`src/rtl/booth_pp_accumulator.sv`:
```
// booth_pp_accumulator: sums N_PP aligned radix-4 Booth partial products per
// product and hands the result out over a valid/ready handshake.
// Optional: define BOOTH_ACC_OVF_EN to build sticky signed-overflow detection.
module booth_pp_accumulator #(
  parameter int unsigned W    = 8,
  parameter int unsigned N_PP = 2
) (
  input  logic         clk,
  input  logic         rst_n,
  input  logic         clear,
  input  logic         pp_valid,
  output logic         pp_ready,
  input  logic [W-1:0] pp_data,
  output logic         p_valid,
  input  logic         p_ready,
  output logic [W-1:0] p_data,
  output logic         ovf,
  output logic         busy
);

  localparam int unsigned CW = $clog2(N_PP) + 1;

  typedef enum logic {ST_ACC = 1'b0, ST_OUT = 1'b1} state_e;

  state_e        state_q, state_d;
  logic [CW-1:0] cnt_q, cnt_d;
  logic [W-1:0]  acc_q, acc_d;
  logic [W-1:0]  sum_c;
  logic          beat_c;

  // Handshake and status outputs derive from registered state; only the
  // clear override on pp_ready is combinational.
  assign pp_ready = (state_q == ST_ACC) && !clear;
  assign p_valid  = (state_q == ST_OUT);
  assign p_data   = acc_q;
  assign busy     = (state_q == ST_OUT) || (cnt_q != '0);
  assign beat_c   = pp_valid && pp_ready;
  assign sum_c    = acc_q + pp_data;

`ifdef BOOTH_ACC_OVF_EN
  logic ovf_q, ovf_d;
  logic ovf_add_c;

  // Signed overflow of one add: equal operand signs, different result sign.
  assign ovf_add_c = (acc_q[W-1] == pp_data[W-1]) && (sum_c[W-1] != acc_q[W-1]);
  assign ovf       = ovf_q;
`else
  assign ovf = 1'b0;
`endif

  // Next-state logic: clear dominates, then accumulate or hand out.
  always_comb begin
    state_d = state_q;
    cnt_d   = cnt_q;
    acc_d   = acc_q;
`ifdef BOOTH_ACC_OVF_EN
    ovf_d   = ovf_q;
`endif
    if (clear) begin
      state_d = ST_ACC;
      cnt_d   = '0;
      acc_d   = '0;
`ifdef BOOTH_ACC_OVF_EN
      ovf_d   = 1'b0;
`endif
    end else begin
      unique case (state_q)
        ST_ACC: begin
          if (beat_c) begin
            if (cnt_q == '0) begin
              acc_d = pp_data;
`ifdef BOOTH_ACC_OVF_EN
              ovf_d = 1'b0;
`endif
            end else begin
              acc_d = sum_c;
`ifdef BOOTH_ACC_OVF_EN
              ovf_d = ovf_q | ovf_add_c;
`endif
            end
            if (cnt_q == CW'(N_PP - 1)) begin
              state_d = ST_OUT;
              cnt_d   = '0;
            end else begin
              cnt_d = cnt_q + CW'(1);
            end
          end
        end
        ST_OUT: begin
          if (p_ready) state_d = ST_ACC;
        end
        default: state_d = ST_ACC;
      endcase
    end
  end

  // State registers with asynchronous active-low reset.
  always_ff @(posedge clk or negedge rst_n) begin
    if (!rst_n) begin
      state_q <= ST_ACC;
      cnt_q   <= '0;
      acc_q   <= '0;
    end else begin
      state_q <= state_d;
      cnt_q   <= cnt_d;
      acc_q   <= acc_d;
    end
  end

`ifdef BOOTH_ACC_OVF_EN
  // Sticky overflow flag for the product being built or held.
  always_ff @(posedge clk or negedge rst_n) begin
    if (!rst_n) ovf_q <= 1'b0;
    else        ovf_q <= ovf_d;
  end
`endif

endmodule

```
`config.mk`:
```
export PLATFORM = sky130hd
export DESIGN_NAME = booth_pp_accumulator
export DESIGN_NICKNAME = d
export VERILOG_FILES = /design/src/rtl/booth_pp_accumulator.sv
export SDC_FILE = /design/constraint.sdc
export NUM_CORES = 1
export LEC_CHECK = 0
export CORE_ASPECT_RATIO = 0.7
export CORE_UTILIZATION = 44
export CTS_BUF_LIST = sky130_fd_sc_hd__clkbuf_4 sky130_fd_sc_hd__clkbuf_8
export DETAILED_ROUTE_END_ITERATION = 6
export GPL_ROUTABILITY_DRIVEN = 0
export PLACE_DENSITY_LB_ADDON = 0.05
export SETUP_SLACK_MARGIN = 0.3
export SLEW_MARGIN = 20
export SYNTH_ARGS = -nofsm -noshare
export SYNTH_HDL_FRONTEND = slang
export SYNTH_SLANG_ARGS = --single-unit
```
`constraint.sdc`:
```
create_clock -name clk -period 2 [get_ports clk]
set_input_delay 0.6 -clock clk [delete_from_list [all_inputs] [get_ports clk]]
set_output_delay 0.6 -clock clk [all_outputs]
set_load 0.02 [all_outputs]
```
== After elaboration in Yosys (flattened, before gate mapping) ==
Index checks and enable logic that the tools add are counted.

* Equal/unequal tests: 2
* Reduce and logical (&&, ||, !) cells: 8
* Muxes and demuxes: 13
* $add $sub $neg: 2
* Bitwise gates (word level): 1

{| class="wikitable"
|+ Operators by type and width
! kind !! number
|-
| two-way mux 8 bit || 4
|-
| adder 8 bit || 1
|-
| two-way mux 2 bit || 4
|-
| two-way mux 1 bit || 4
|-
| nonzero test 2 bit || 2
|-
| adder 2 x 1 -> 2 bit (second input constant) || 1
|-
| == test 2 x 1 -> 1 bit (second input constant) || 1
|-
| logical AND 1 bit || 2
|-
| zero test 2 bit || 1
|-
| != test 2 bit (second input constant) || 1
|-
| case mux 1 bit (2 select lines) || 1
|-
| AND reduction 2 bit || 1
|-
| zero test 1 bit || 1
|-
| logical OR 1 bit || 1
|-
| NOT 1 bit || 1
|}

* Bits in registers: 11
* Output and inout bits: 12
* Word-level logic and storage cells: 29
* Input bits: 13

== Logic depth before layout (Yosys ltp) ==
* Depth in word-level cells: 6
* Depth in mapped cells: 8
* Depth with buffers taken out: 8

== Worst setup path after synthesis ==
OpenSTA, ideal clock, no wires.

* Path type: input-to-reg
* Start point: input pp_data[0]
* End point: register acc_q[6], in the netlist p_data[6]
* Required time: 1889 ps
* Library setup time: 111 ps
* Cell stages on the path: 8
* Buffers on the path: 0
* Path slack: -90 ps
* Arrival: 1979 ps
* Cell sequence: ha_1 > inv_1 > fa_1 > and2b_2 > o2111ai_1 > nand4b_1 > xnor2_1 > a2111oi_2

* Longest elaborated chain between the ends: 5

{| class="wikitable"
|+ Ends and longest elaborated chain
! element !! RTL line !! RTL
|-
| start, declared || 13 || <nowiki>input logic [W-1:0] pp_data,</nowiki>
|-
| adder 8 bit || 38 || <nowiki>assign sum_c = acc_q + pp_data;</nowiki>
|-
| two-way mux 8 bit || 70 || <nowiki>if (cnt_q == '0) begin</nowiki>
|-
| two-way mux 8 bit || 69 || <nowiki>if (beat_c) begin</nowiki>
|-
| two-way mux 8 bit || 67 || <nowiki>unique case (state_q)</nowiki>
|-
| two-way mux 8 bit || 59 || <nowiki>if (clear) begin</nowiki>
|-
| end signal, assigned || 102 || <nowiki>acc_q <= '0;</nowiki>
|-
| end signal, assigned || 106 || <nowiki>acc_q <= acc_d;</nowiki>
|-
| end, declared || 27 || <nowiki>logic [W-1:0] acc_q, acc_d;</nowiki>
|}

No other way between the ends. The select of a mux whose other input is x is not followed.
A chain may end at the register's enable or synchronous reset.

== Worst setup path in the final report ==
* Start point: register acc_q[0], in the netlist p_data[0]
* End point: register acc_q[6], in the netlist p_data[6]

* Longest elaborated chain between the ends: 5

{| class="wikitable"
|+ Ends and longest elaborated chain
! element !! RTL line
|-
| adder 8 bit || 38
|-
| two-way mux 8 bit || 70
|-
| two-way mux 8 bit || 69
|-
| two-way mux 8 bit || 67
|-
| two-way mux 8 bit || 59
|}

No other way between the ends. The select of a mux whose other input is x is not followed.

==> impl_metrics.xml <==
<?xml version="1.0" encoding="UTF-8"?>
<metrics>
  <group name="worst_setup_path">
    <metric name="crit_chain" unit="">ha_4, inv_2, fa_2, and2b_2, o2111ai_2, nand4b_1, xnor2_2, a2111oi_4</metric>
    <metric name="cp.arrival" unit="ps">2220</metric>
    <metric name="start_kind" unit="">flip-flop</metric>
    <metric name="cp_top_family" unit="">compound AO/OA/AOI/OAI gates</metric>
    <metric name="path_class" unit="">reg -&gt; reg</metric>
    <metric name="worst_r2r_startpoint" unit="">p_data[0]</metric>
    <metric name="timing.critical_path.fanout_max" unit="">2</metric>
    <metric name="setup.worst_path.end_class" unit="">flip-flop</metric>
    <metric name="cp_data_required_time" unit="ps">2190</metric>
    <metric name="slowest_stage" unit="">sky130_fd_sc_hd__dfrtp_1</metric>
    <metric name="critical_path.n_buffers_inverters" unit="">1</metric>
    <metric name="crit_path_max_incr_delay" unit="ps">420</metric>
    <metric name="critPathLaunch" unit="">p_data[0]</metric>
  </group>
  <group name="synthesis">
    <metric name="yosys_warnings" unit="">0</metric>
    <metric name="syn-cell-area" unit="um2">858</metric>
    <metric name="synth_seq_area_share" unit="%">32.1</metric>
    <metric name="post-synth-top-area-cell" unit="">sky130_fd_sc_hd__dfrtp_1</metric>
    <metric name="ys_dominant_reg_cell" unit="">sky130_fd_sc_hd__dfrtp_1</metric>
    <metric name="synthesis.area_per_instance" unit="um2">8.33</metric>
    <metric name="synth_cells" unit="">103</metric>
    <metric name="yosys_register_bits" unit="">11</metric>
    <metric name="synth.area.top_cells" unit="">sky130_fd_sc_hd__dfrtp_1, sky130_fd_sc_hd__ha_1, sky130_fd_sc_hd__a21oi_1</metric>
    <metric name="synthesis.nets" unit="">124</metric>
    <metric name="yosysUniqueCellTypes" unit="">34</metric>
    <metric name="netlist.area_leader.share" unit="%">32.1</metric>
    <metric name="postSynth.asyncResetShare" unit="%">100</metric>
    <metric name="edff_count_synth" unit="">0</metric>
  </group>
  <group name="sta">
    <metric name="setup_violations" unit="">2</metric>
    <metric name="achievable-frequency" unit="MHz">492</metric>
    <metric name="rsz0062_at_grt" unit="">true</metric>
    <metric name="report.final.hold_viol_count" unit="">0</metric>
    <metric name="finalHoldWorstSlack" unit="ps">569</metric>
    <metric name="worst_slew_margin_relative_to_its_limit" unit="%">62.0</metric>
    <metric name="timing.final.crit_share" unit="%">102</metric>
    <metric name="final-max-slew-violation-count" unit="">0</metric>
    <metric name="timing.final.crit_period" unit="ps">2030</metric>
    <metric name="clock_skews" unit="ps">3.30</metric>
    <metric name="finalWorstSetupSlack" unit="ps">-32.5</metric>
    <metric name="worst_slew_pin_slew" unit="ps">568</metric>
  </group>
  <group name="clock_network">
    <metric name="cts-buffers-inserted" unit="">3</metric>
    <metric name="tritoncts_clock_tree" unit="">built</metric>
    <metric name="clkLatencyLatePin" unit="ps">290</metric>
    <metric name="holdBufCountCts" unit="">0</metric>
    <metric name="cts_root_buffer" unit="">sky130_fd_sc_hd__clkbuf_4</metric>
    <metric name="cts_sinks" unit="">11</metric>
    <metric name="cts_buffer_depth" unit="">2</metric>
    <metric name="path_clk_slew" unit="ps">80</metric>
    <metric name="htree_num_levels" unit="">1</metric>
  </group>
  <group name="power">
    <metric name="finalPower" unit="W">0.000830</metric>
    <metric name="leakagePower" unit="nW">0.600</metric>
    <metric name="pwrdens" unit="nW/um2">610</metric>
    <metric name="vdd_drop_max" unit="V">0.000569</metric>
  </group>
  <group name="floorplan">
    <metric name="placeableCoreArea" unit="um2">1700</metric>
    <metric name="rows" unit="">12</metric>
    <metric name="floorplan.die_area" unit="um2">2130</metric>
    <metric name="die-width" unit="um">54.8</metric>
    <metric name="fp.dieH" unit="um">39.0</metric>
    <metric name="io-pin-count" unit="">25</metric>
    <metric name="initial_utilization" unit="%">50.6</metric>
  </group>
  <group name="final_layout">
    <metric name="layout.cells.non_filler" unit="">163</metric>
    <metric name="final_net_count" unit="">164</metric>
    <metric name="mostFrequentLayoutCell" unit="">sky130_fd_sc_hd__buf_4</metric>
    <metric name="layout.cells.most_common_list" unit="">sky130_fd_sc_hd__buf_4, sky130_fd_sc_hd__nor2_1, sky130_fd_sc_hd__dfrtp_1</metric>
    <metric name="fin_area" unit="um2">1360</metric>
    <metric name="area.growth.synth_to_final" unit="%">58.5</metric>
    <metric name="post_route_cells_drive_above_1_share" unit="%">34.5</metric>
    <metric name="antenna-diode-count" unit="">0</metric>
  </group>
  <group name="grt">
    <metric name="first_global_vias" unit="">826</metric>
    <metric name="grt_start_max_net_pins" unit="">12</metric>
    <metric name="grt_pass1_wl" unit="mm">3.95</metric>
    <metric name="number_of_antenna_violations_at_the_first_check_in_global_routing" unit="">0</metric>
    <metric name="grt_remaining_overflow" unit="">0</metric>
    <metric name="globalRouteTotalUtil" unit="%">28.6</metric>
  </group>
  <group name="detailed_routing">
    <metric name="routed_via_density" unit="">5.71</metric>
    <metric name="drt_wl_total" unit="mm">2.70</metric>
    <metric name="remaining_drc_errors" unit="">0</metric>
    <metric name="vias_post_dr" unit="">931</metric>
    <metric name="post_drt_wl_per_cell" unit="um">16.6</metric>
    <metric name="detail_route.iter0.violations" unit="">36</metric>
    <metric name="drt.antenna.violating_nets" unit="">0</metric>
    <metric name="detailedRoute.firstPassIterationCount" unit="">5</metric>
  </group>
  <group name="hold_path">
    <metric name="hold_path_startpoint" unit="">p_data[1]</metric>
    <metric name="min_path_type" unit="">reg -&gt; reg</metric>
  </group>
  <group name="place">
    <metric name="numPortBuffers" unit="">23</metric>
    <metric name="estimated_wirelength_of_the_detail_placed_design" unit="mm">1.78</metric>
    <metric name="placement.setup.worst_slack" unit="ps">-765</metric>
    <metric name="dp.cells" unit="">154</metric>
    <metric name="dpl-instance-area" unit="um2">1230</metric>
  </group>
  <group name="outcome">
    <metric name="run_status" unit="">finished, violations left</metric>
    <metric name="failed_checks" unit="">negative setup slack</metric>
  </group>
  <group name="run">
    <metric name="maxCapViolations" unit="">0</metric>
  </group>
</metrics>
[final cells by class]
cell class,count,area (um2)
Multi-Input combinational cell,83,677
Sequential cell,11,275
Timing Repair Buffer,40,337
Tap cell,21,26.3
Inverter,4,15.0
Fill cell,118,337
Clock buffer,4,30.0
[worst min-delay path, cell delays in order (launching register included)]
cell and delay [ps]:
sky130_fd_sc_hd__dfrtp_1 410, sky130_fd_sc_hd__nand2_1 70, sky130_fd_sc_hd__a21oi_1 50
[state kept, by name, summed over array words and instances (netlist names)]
name and cells:
p_data 8, cnt_q 2, p_valid 1
[metrics by stage]
stage               util [%]  TNS [ps]
global route            80.2      -191
global placement        72.6     -2920
CTS                     76.8     -67.1
detailed placement      72.6     -3240
finish                  80.2     -42.8
floorplan                  -     -18.5
[cells in the mapped netlist (2+ instances only)]
master	instances
sky130_fd_sc_hd__or3_1	2
sky130_fd_sc_hd__nand3b_1	3
sky130_fd_sc_hd__nand2_1	11
sky130_fd_sc_hd__a21oi_1	10
sky130_fd_sc_hd__ha_1	7
sky130_fd_sc_hd__nand2b_1	3
sky130_fd_sc_hd__or2_2	2
sky130_fd_sc_hd__a311oi_1	2
sky130_fd_sc_hd__inv_1	4
sky130_fd_sc_hd__dfrtp_1	11
sky130_fd_sc_hd__and2b_2	2
sky130_fd_sc_hd__buf_2	2
sky130_fd_sc_hd__a211oi_1	3
sky130_fd_sc_hd__nor2_1	11
sky130_fd_sc_hd__o21ai_0	4
sky130_fd_sc_hd__nand3_1	3
sky130_fd_sc_hd__xnor2_1	2
sky130_fd_sc_hd__nor3_1	5
[metal layers]
metal / vias up / share of wire (%) / track usage [%]
met3: 6 / 6.0 / 10.6
li1: 443 / - / -
met5: - / 0 / 0
met1: 436 / 43 / 33.6
met2: 46 / 49 / 47.0
met4: 0 / 1.9 / 10.9
[cell families (layout without fill, tap and decap cells)]
group,after synthesis,count (layout),synth area share [%]
DFF,11,11,32.1
buffers and inverters,9,48,5.54
and+or+nand+nor,46,46,27.3
adders and majority gates,8,8,12.5
AOI/OAI and AO/OA,25,25,19.1
xor gates and xnor gates,3,3,3.06
other,1,1,0.437
[power by group]
group	internal, W	switching (W)	total (W)
registers	0.000242	0.0000238	0.000266
clock network	0.0000914	0.0000913	0.000183
logic	0.000185	0.000196	0.000381
total	0.000519	0.000311	0.000830
[what timing repair did]
action / 4_1_cts / 5_1_grt
endpoints found under the setup margin: 18 / 14
gates resized for setup: 41 / 16
setup buffers: 3 / 2
pin swaps: 11 / 9
[path summary, 6_finish.rpt]
| path | cells after the start | end | slack [ps] |
|---|---|---|---|
| max | 8 | p_data[6] | -30 |
| min | 2 | p_data[1] | 570 |
| max reg2reg | 8 | p_data[6] | -30 |
| min reg2reg | 2 | p_data[1] | 570 |
| max in group asynchronous | 1 | p_data[0] | 960 |
| min in group asynchronous | 1 | p_data[6] | 670 |
Power figures use the tool's default switching activity.
